## src/rtl/uart_tx_fifo_pkg.sv

```systemverilog
// Shared types and helpers for the UART transmit-side byte buffer.
package uart_tx_fifo_pkg;

    localparam int unsigned BYTE_W = 8;

    typedef enum logic [1:0] {
        StIdle     = 2'd0,
        StLaunch   = 2'd1,
        StWaitBusy = 2'd2,
        StWaitDone = 2'd3
    } tx_state_e;

    // Number of address bits needed to index `value` entries.
    function automatic int unsigned clog2(input int unsigned value);
        int unsigned bits;
        bits = 0;
        for (int unsigned v = value - 1; v > 0; v = v >> 1) begin
            bits++;
        end
        return bits;
    endfunction

endpackage

```

## src/rtl/uart_sync_fifo.sv

```systemverilog
// Circular register-array FIFO with occupancy count and sticky overflow flag.
module uart_sync_fifo
    import uart_tx_fifo_pkg::*;
#(
    parameter int unsigned DEPTH = 16,
    parameter int unsigned WIDTH = 8
) (
    input  logic                    clk,
    input  logic                    rst,
    input  logic                    wr_en,
    input  logic [WIDTH-1:0]        wr_data,
    input  logic                    rd_en,
    input  logic                    ovf_clr,
    output logic [WIDTH-1:0]        rd_data,
    output logic                    full,
    output logic                    empty,
    output logic [clog2(DEPTH):0]   count,
    output logic                    overflow
);

    localparam int unsigned ADDR_W = clog2(DEPTH);
    localparam logic [ADDR_W-1:0] PTR_ONE  = ADDR_W'(1);
    localparam logic [ADDR_W:0]   CNT_ONE  = (ADDR_W + 1)'(1);
    localparam logic [ADDR_W:0]   CNT_FULL = (ADDR_W + 1)'(DEPTH);

    if (DEPTH < 2 || (DEPTH & (DEPTH - 1)) != 0) begin : gen_bad_depth
        $error("uart_sync_fifo: DEPTH must be a power of two and at least 2");
    end

    logic [WIDTH-1:0]  mem [DEPTH];
    logic [ADDR_W-1:0] wr_ptr_q, wr_ptr_d;
    logic [ADDR_W-1:0] rd_ptr_q, rd_ptr_d;
    logic [ADDR_W:0]   count_q, count_d;
    logic              overflow_q, overflow_d;
    logic              push, pop;

    // Both decisions use the pre-edge count, so a full FIFO drops a push
    // even when a pop frees a slot on the same edge.
    assign full  = (count_q == CNT_FULL);
    assign empty = (count_q == '0);
    assign push  = wr_en && !full;
    assign pop   = rd_en && !empty;

    assign rd_data  = mem[rd_ptr_q];
    assign count    = count_q;
    assign overflow = overflow_q;

    always_comb begin
        wr_ptr_d   = wr_ptr_q;
        rd_ptr_d   = rd_ptr_q;
        count_d    = count_q;
        overflow_d = overflow_q;

        if (push) begin
            wr_ptr_d = wr_ptr_q + PTR_ONE;
        end
        if (pop) begin
            rd_ptr_d = rd_ptr_q + PTR_ONE;
        end

        case ({push, pop})
            2'b10:   count_d = count_q + CNT_ONE;
            2'b01:   count_d = count_q - CNT_ONE;
            default: count_d = count_q;
        endcase

        // A dropped push outranks a clear in the same cycle.
        if (wr_en && full) begin
            overflow_d = 1'b1;
        end else if (ovf_clr) begin
            overflow_d = 1'b0;
        end
    end

    always_ff @(posedge clk or posedge rst) begin
        if (rst) begin
            wr_ptr_q   <= '0;
            rd_ptr_q   <= '0;
            count_q    <= '0;
            overflow_q <= 1'b0;
        end else begin
            wr_ptr_q   <= wr_ptr_d;
            rd_ptr_q   <= rd_ptr_d;
            count_q    <= count_d;
            overflow_q <= overflow_d;
        end
    end

    // Storage carries no reset; stale entries are unreachable once pointers clear.
    always_ff @(posedge clk) begin
        if (push) begin
            mem[wr_ptr_q] <= wr_data;
        end
    end

endmodule

```

## src/rtl/uart_tx_fifo.sv

```systemverilog
// Byte FIFO plus launch sequencer feeding the UART transmitter start/busy handshake.
module uart_tx_fifo
    import uart_tx_fifo_pkg::*;
#(
    parameter int unsigned DEPTH     = 16,
    parameter int unsigned BUSY_WAIT = 4
) (
    input  logic                    clk,
    input  logic                    rst,
    input  logic                    wr_en,
    input  logic [BYTE_W-1:0]       wr_data,
    input  logic                    ovf_clr,
    input  logic                    tx_busy,
    output logic                    tx_start,
    output logic [BYTE_W-1:0]       tx_data,
    output logic                    full,
    output logic                    empty,
    output logic [clog2(DEPTH):0]   count,
    output logic                    overflow
);

    localparam int unsigned TIMER_W = clog2(BUSY_WAIT) + 1;
    localparam logic [TIMER_W-1:0] TIMER_ONE  = TIMER_W'(1);
    localparam logic [TIMER_W-1:0] TIMER_LAST = TIMER_W'(BUSY_WAIT - 1);

    if (BUSY_WAIT < 1) begin : gen_bad_busy_wait
        $error("uart_tx_fifo: BUSY_WAIT must be at least 1");
    end

    tx_state_e          state_q, state_d;
    logic               tx_start_q, tx_start_d;
    logic [BYTE_W-1:0]  tx_data_q, tx_data_d;
    logic [TIMER_W-1:0] timer_q, timer_d;
    logic               pop;
    logic [BYTE_W-1:0]  fifo_rd_data;
    logic               fifo_empty;

    uart_sync_fifo #(
        .DEPTH (DEPTH),
        .WIDTH (BYTE_W)
    ) u_fifo (
        .clk      (clk),
        .rst      (rst),
        .wr_en    (wr_en),
        .wr_data  (wr_data),
        .rd_en    (pop),
        .ovf_clr  (ovf_clr),
        .rd_data  (fifo_rd_data),
        .full     (full),
        .empty    (fifo_empty),
        .count    (count),
        .overflow (overflow)
    );

    assign empty    = fifo_empty;
    assign tx_start = tx_start_q;
    assign tx_data  = tx_data_q;

    always_comb begin
        state_d    = state_q;
        tx_start_d = tx_start_q;
        tx_data_d  = tx_data_q;
        timer_d    = timer_q;
        pop        = 1'b0;

        case (state_q)
            StIdle: begin
                if (!fifo_empty && !tx_busy) begin
                    pop        = 1'b1;
                    tx_data_d  = fifo_rd_data;
                    tx_start_d = 1'b1;
                    state_d    = StLaunch;
                end
            end
            StLaunch: begin
                tx_start_d = 1'b0;
                timer_d    = '0;
                state_d    = StWaitBusy;
            end
            StWaitBusy: begin
                // A transmitter that never acknowledges must not stall the queue.
                if (tx_busy) begin
                    state_d = StWaitDone;
                end else begin
                    timer_d = timer_q + TIMER_ONE;
                    if (timer_q == TIMER_LAST) begin
                        state_d = StIdle;
                    end
                end
            end
            StWaitDone: begin
                if (!tx_busy) begin
                    state_d = StIdle;
                end
            end
            default: begin
                state_d    = StIdle;
                tx_start_d = 1'b0;
            end
        endcase
    end

    always_ff @(posedge clk or posedge rst) begin
        if (rst) begin
            state_q    <= StIdle;
            tx_start_q <= 1'b0;
            tx_data_q  <= '0;
            timer_q    <= '0;
        end else begin
            state_q    <= state_d;
            tx_start_q <= tx_start_d;
            tx_data_q  <= tx_data_d;
            timer_q    <= timer_d;
        end
    end

endmodule

```

## config.mk

```make
export PLATFORM = sky130hd
export DESIGN_NAME = uart_tx_fifo
export DESIGN_NICKNAME = d
export VERILOG_FILES = /design/src/rtl/uart_tx_fifo_pkg.sv /design/src/rtl/uart_sync_fifo.sv /design/src/rtl/uart_tx_fifo.sv
export SDC_FILE = /design/constraint.sdc
export NUM_CORES = 1
export LEC_CHECK = 0
export CAP_MARGIN = 20
export CORE_AREA = 2 2 130 132
export DETAILED_ROUTE_END_ITERATION = 6
export DIE_AREA = 0 0 132 134
export HOLD_SLACK_MARGIN = 0.15
export MAX_ROUTING_LAYER = met4
export PLACE_DENSITY = 0.54
export SLEW_MARGIN = 30
export SYNTH_ARGS = -nofsm -noshare
export SYNTH_HDL_FRONTEND = slang
export SYNTH_SLANG_ARGS = --single-unit
```

## constraint.sdc

```tcl
create_clock -name clk -period 6 [get_ports clk]
set_input_delay 0.9 -clock clk [delete_from_list [all_inputs] [get_ports clk]]
set_output_delay 0.9 -clock clk [all_outputs]
set_load 0.02 [all_outputs]
```

**Word-level counts from Yosys, hierarchy flattened**

Memories as Yosys holds them, arrays and structs flattened. A register that Yosys moved wholly into a read port is not among the register bits.
Cells that the tools add are included.
W data, S select, Z words.

- Bits of input ports: 13
- Memories: 1
- Logic and storage cells: 57
- Output and inout bits: 17
- Bits in writable memories: 128
- Bits in registers: 20

Memory list:

| memory | depth | bits a word | read ports | clocked after memory_dff | wr ports | line | source |
|---|---|---|---|---|---|---|---|
| u_fifo.mem | 16 | 8 | 1 | 1 | 1 | uart_sync_fifo.sv:30 | `logic [WIDTH-1:0] mem [DEPTH];` |

- Multiplexer cells: 16
- Equality and inequality tests: 11
- Reduce and logical (&&, ||, !) cells: 17
- Add/subtract/negate cells: 5

Operators with widths:

| kind | count |
|---|---|
| $pmux W5 S2 | 1 |
| $add A4 B1 Y4 const B | 2 |
| $mux W2 | 4 |
| $pmux W2 S4 | 1 |
| $reduce_bool A2 Y1 | 4 |
| $mux W1 | 7 |
| $eq A2 B2 Y1 const B | 3 |
| $ne A2 B2 Y1 const B | 3 |
| $pmux W3 S2 | 1 |
| $reduce_and A2 Y1 | 3 |
| $add A5 B1 Y5 const B | 1 |
| $eq A5 B5 Y1 const B | 1 |
| $logic_not A5 Y1 | 1 |
| $sub A5 B1 Y5 const B | 1 |
| $eq A2 B1 Y1 const B | 2 |
| $logic_and A1 B1 Y1 | 4 |
| $add A3 B1 Y3 const B | 1 |
| $eq A3 B2 Y1 const B | 1 |
| $logic_not A1 Y1 | 3 |
| $mux W3 | 1 |
| $ne A3 B3 Y1 const B | 1 |
| $reduce_and A3 Y1 | 1 |
| $logic_not A2 Y1 | 1 |
| $pmux W1 S2 | 1 |

**Depth between registers and ports, before layout**

- Depth after elaboration: 8
- Mapped depth: 9
- Gate-level depth less buffers: 9

**Hierarchy**

A second synthesis with hierarchy kept.

- Cell total of the unflattened synthesis: 383
- Area total of the unflattened synthesis: 6517.5 um^2

Modules (own cells, without submodules):

| module | times used | area each (um^2) | cells an instance | sequential area each (um^2) |
|---|---|---|---|---|
| uart_sync_fifo | 1 | 5874.4 | 336 | 4194.0 |
| uart_tx_fifo | 1 | 643.1 | 47 | 350.3 |

**Worst setup path before layout**

OpenSTA, ideal clock, no wires.

- Kind: input to register
- Start point: input port wr_en
- End point: register u_fifo.count_q[4], in the netlist u_fifo.count[4]
- Setup time: 0.081 ns
- Path slack: 3.170 ns
- Required time: 5.919 ns
- Arrival: 2.749 ns
- Stages on the path: 8
- Buffers on the path: 0
- Path through: a21boi_1 inv_1 ha_1 fa_1 a21o_1 a21oi_1 mux2i_1 xnor2_1

- Longest elaborated chain between the ends: 3
- Elaborated cells on any way between the ends: 5
- Those cells by class: 2 x eq/ne; 1 x mux; 2 x reduce/logical

Ends and longest elaborated chain:

| what | line | source |
|---|---|---|
| start, declared | uart_tx_fifo.sv:10 | `input logic wr_en,` |
| $logic_and A1 B1 Y1 * | uart_sync_fifo.sv:41 | `assign push = wr_en && !full;` |
| $eq A2 B1 Y1 / $eq A2 B2 Y1 (equally long branches) | uart_sync_fifo.sv:61 | `case ({push, pop})` |
| $pmux W5 S2 / $reduce_bool A2 Y1 (equally long branches) | -- |  |
| end signal, assigned | uart_sync_fifo.sv:84 | `count_q <= count_d;` |
| end, declared | uart_sync_fifo.sv:33 | `logic [ADDR_W:0] count_q, count_d;` |

Every way passes the cells marked *; elsewhere a longest branch is shown, timed or not.
A chain may end at the register's enable or synchronous reset.

**Worst setup path after layout**

- Start point: register u_fifo.count_q[1], in the netlist u_fifo.count[1]
- End point: register u_fifo.count_q[4], in the netlist u_fifo.count[4]

- Longest elaborated chain between the ends: 8
- Elaborated cells on any way between the ends: 15
- Those cells by class: 2 x add/sub; 3 x eq/ne; 3 x mux; 7 x reduce/logical

Ends and longest elaborated chain:

| what | line | source |
|---|---|---|
| $logic_not A5 Y1 * | uart_sync_fifo.sv:40 | `assign empty = (count_q == '0);` |
| $logic_not A1 Y1 * | uart_sync_fifo.sv:42, uart_tx_fifo.sv:68 |  |
| $logic_and A1 B1 Y1 | uart_tx_fifo.sv:68 | `if (!fifo_empty && !tx_busy) begin` |
| $mux W1 | uart_tx_fifo.sv:68 |  |
| $mux W1 | uart_tx_fifo.sv:66 | `case (state_q)` |
| $logic_and A1 B1 Y1 * | uart_sync_fifo.sv:42 | `assign pop = rd_en && !empty;` |
| via u_fifo.pop | uart_sync_fifo.sv:35 | `logic push, pop;` |
| $eq A2 B1 Y1 / $eq A2 B2 Y1 (equally long branches) | uart_sync_fifo.sv:61 |  |
| $pmux W5 S2 / $reduce_bool A2 Y1 (equally long branches) | -- |  |

Mark *: on every way through the listed nets, which the timed path passes. The rest lies on a longest branch.

==> impl_metrics.yaml <==
clocking:
  cts_resized: 0
  cts_setup_buffers: 0
  cts_buffers: 17
  cts_max_level: 4
  clk_pin_slew_ps: 60
  clk_path_buf_depth: 2
  clock-sinks: 156
  root_buffer: "clkbuf_16"
  insertion_delay_ps: 430
  ctsHoldBuffers: 0
  tritoncts: "done"
timing:
  setup_tns_ps: 0
  grt_setup_unrepaired: "no"
  fin_skew_ps: 11.72
  finalWorstSetupSlack_ps: 2509
  max_freq_ghz: 0.2865
  slew_headroom: 0.3727
  worstMarginPinSlew_ps: 937.5
  period_needed_ps: 3491
  final_max_slew_viol_count: 0
  hold_viol_final: 0
  min_period_over_period: 0.5818
  finalSetupViolCount: 0
layout:
  diodes: 0
  area_delta_synth_final_pct: 16.62
  stdcell_count: 619
  fillers: 1436
  layout.nets: 411
  drive_above_1_share: 0.1930
global_route:
  grt_pass1_wl_mm: 18.57
  grt_pass1_vias: 3135
  grt_max_degree: 36
  met3_usage: 0.03288
  grt_usage: 0.1505
  grt_overflow: 0
  grtUsageMet1: 0.1933
  grt_antenna_before_repair: 0
  busiest_layer: "met2"
  grtUsageMet2: 0.2297
drt:
  drc: 0
  firstDrtPassIters: 4
  route.detailed.wl_per_inst_um: 19.28
  viasPerCell: 5.013
  drt_wl_total_mm: 11.93
  vias: 3103
  drtIter0Drc: 255
  ant_nets: 0
die:
  die_x_um: 132
  io-pin-count: 30
  rows: 47
  die_y_um: 134
  die-area_um2: 17690
  start_util: 0.3904
  core_area_um2: 16290
setup_path:
  worstPathCellList: "or4_1 -> o21ai_2 -> inv_1 -> ha_1 -> fa_1 -> a21o_1 -> a21oi_1 -> mux2i_1 -> xnor2_1"
  slowest_delay_ps: 660
  crit_path_top_delay_cell: "o21ai_2"
  worstSetupStartpoint: "u_fifo.count[1]"
  crit_type: "reg2reg"
  worstPathRequired_ps: 6340
  worst_ep_arrival_time_ps: 3830
  r2r_setup_slack_ps: 2510
  critPathCaptureType: "flip-flop"
  reg2reg_from: "u_fifo.count[1]"
  r2r-end: "u_fifo.count[4]"
  startpoint_type: "flip-flop"
  path_max_fanout: 21
  cp-endpoint: "u_fifo.count[4]"
  ff2ff_path_depth: 9
placed_design:
  placed_cells: 587
  place_hpwl_mm: 7.203
  dp_slack_ps: 2314
  gp_congestion: 0.6968
  io_buffers: 29
pwr:
  p_clk_frac: 0.279
  power.switching_mw: 1.121
  p_sw_frac: 0.3185
  powerDensity_nw_per_um2: 474.4
  p_leak_nw: 2.573
  p_int_mw: 2.398
  ir_drop_v: 0.0002763
  combPwrFrac: 0.300
  seqPwrFrac: 0.421
synth:
  synth.top_cell.area_share: 0.6044
  synth_area_um2: 6360
  async_flop_share: 0.1795
  synth.area.top_cells: "edfxtp_1 (60%), dfrtp_1 (11%), mux4_2 (8.5%)"
  syn_area_per_cell_um2: 18.33
  syn_inst: 347
  ys_ff_latch: 156
  synth_edf_count: 128
  ys.flop_type: "edfxtp_1"
  yosysSeqAreaShare: 0.7145
  syn_nets: 372
  yosys_warnings: 0
  synth_area_leader_cell: "edfxtp_1"
  ys_types: 35
worst_hold_path:
  hp-class: "reg2reg"
flow_run:
  drv_cap: 0
outcome:
  outcome: "completed"
-- cells by family after synthesis --
kind of cell	share of synthesized area
DFF	0.7145
xor gates and xnor gates	0.01377
and+or+nand+nor	0.04269
muxes	0.1540
buffers and inverters	0.02321
adders and majority gates	0.02479
AOI/OAI and AO/OA	0.02695
-- critical path, delay by kind of cell (launching register included) --
family	cells	cell delay (ps)
compound gates	3	1030
fa+ha+maj	2	780
simple gates	1	580
flops	1	450
mux	1	230
buf+inv	1	220
xor+xnor	1	130
-- layer usage --
metal | vias to the layer above | share of wire
li1 | 1433 | -
met2 | 59 | 0.49
met1 | 1596 | 0.45
met4 | 0 | 0.017
met3 | 15 | 0.039
met5 | - | 0
-- cells in the mapped netlist (3+ instances only) --
master,count
edfxtp_1,128
o21ai_0,13
nor3_1,7
mux2_2,7
inv_1,8
mux4_2,24
buf_6,3
xnor2_1,9
ha_1,11
buf_4,3
mux2i_1,15
nor2b_1,3
dfrtp_1,28
buf_2,5
mux4_1,8
nand2_1,27
a22o_1,3
a21oi_1,7
nor2_1,17
-- area by class of cell --
type                       instances  area, um^2  share of cell area
clock inverter                    15       113.9             0.01535
timing repair buffer              36       342.8             0.04622
inverter                           8       30.03            0.004049
clock buffer                      17       425.4             0.05735
sequential                       156        4546              0.6129
tap                              220       275.3             0.03711
multi-input combinational        167        1684              0.2271
-- layout by cell type, fill, tap and decap left out, types with 2 or more instances in the layout --
master           Yosys  routed
edfxtp_1           128     128
clkdlybuf4s50_1      0      29
nand2_1             27      27
dfrtp_1             28      27
mux4_2              24      24
clkbuf_16            0      17
mux2i_1             15      15
o21ai_0             13      13
nor2_1              17      12
ha_1                11      11
xnor2_1              9       9
mux4_1               8       8
mux2_2               7       7
a21oi_1              7       7
nor3_1               7       7
inv_1                8       7
buf_4                3       7
clkinvlp_4           0       6
nor2_2               0       5
inv_6                0       4
a22o_1               3       3
nor2b_1              3       3
a21o_1               2       2
nand2b_1             2       2
nand4_1              2       2
a211o_1              2       2
clkinv_2             0       2
-- worst min path at each step --
stage	slack, ps	depth (start not counted)	to	startpoint
global placement	460	2	tx_start	tx_start
CTS	480	2	tx_start	tx_start
global route	490	2	tx_start	tx_start
detailed placement	460	2	tx_start	tx_start
floorplan	470	2	timer_q[2]	timer_q[2]
finish	470	2	tx_start	tx_start
-- registers in the layout, indices dropped and copies added (netlist names) --
name and flops:
u_fifo.mem 128, tx_data 8, u_fifo.count 5, u_fifo.rd_ptr_q 4, u_fifo.wr_ptr_q 4, timer_q 3
state_q 2, tx_start 1, u_fifo.overflow 1
-- power by group through the flow --
stage	sequential [mW]	clock, mW	combinational, mW
detailed placement	1.51	0	1.08
floorplan	1.50	0	0.765
global route	1.51	1.04	1.16
CTS	1.48	1.00	1.08
global placement	1.50	0	1.07
finish	1.48	0.983	1.05
-- through the flow --
step                        util  instance area (um^2)  power (mW)  hold WS [ps]
after floorplan                -                  6360       2.268         471.6
after global placement    0.4215                  6865       2.570         464.1
after detailed placement  0.4215                  6865       2.582         462.1
after CTS                 0.4546                  7405       3.563         477.9
after global routing      0.4553                  7417       3.714         491.2
final                     0.4553                  7417       3.519         470.9
Note: power is estimated with default switching activity, not from simulation.
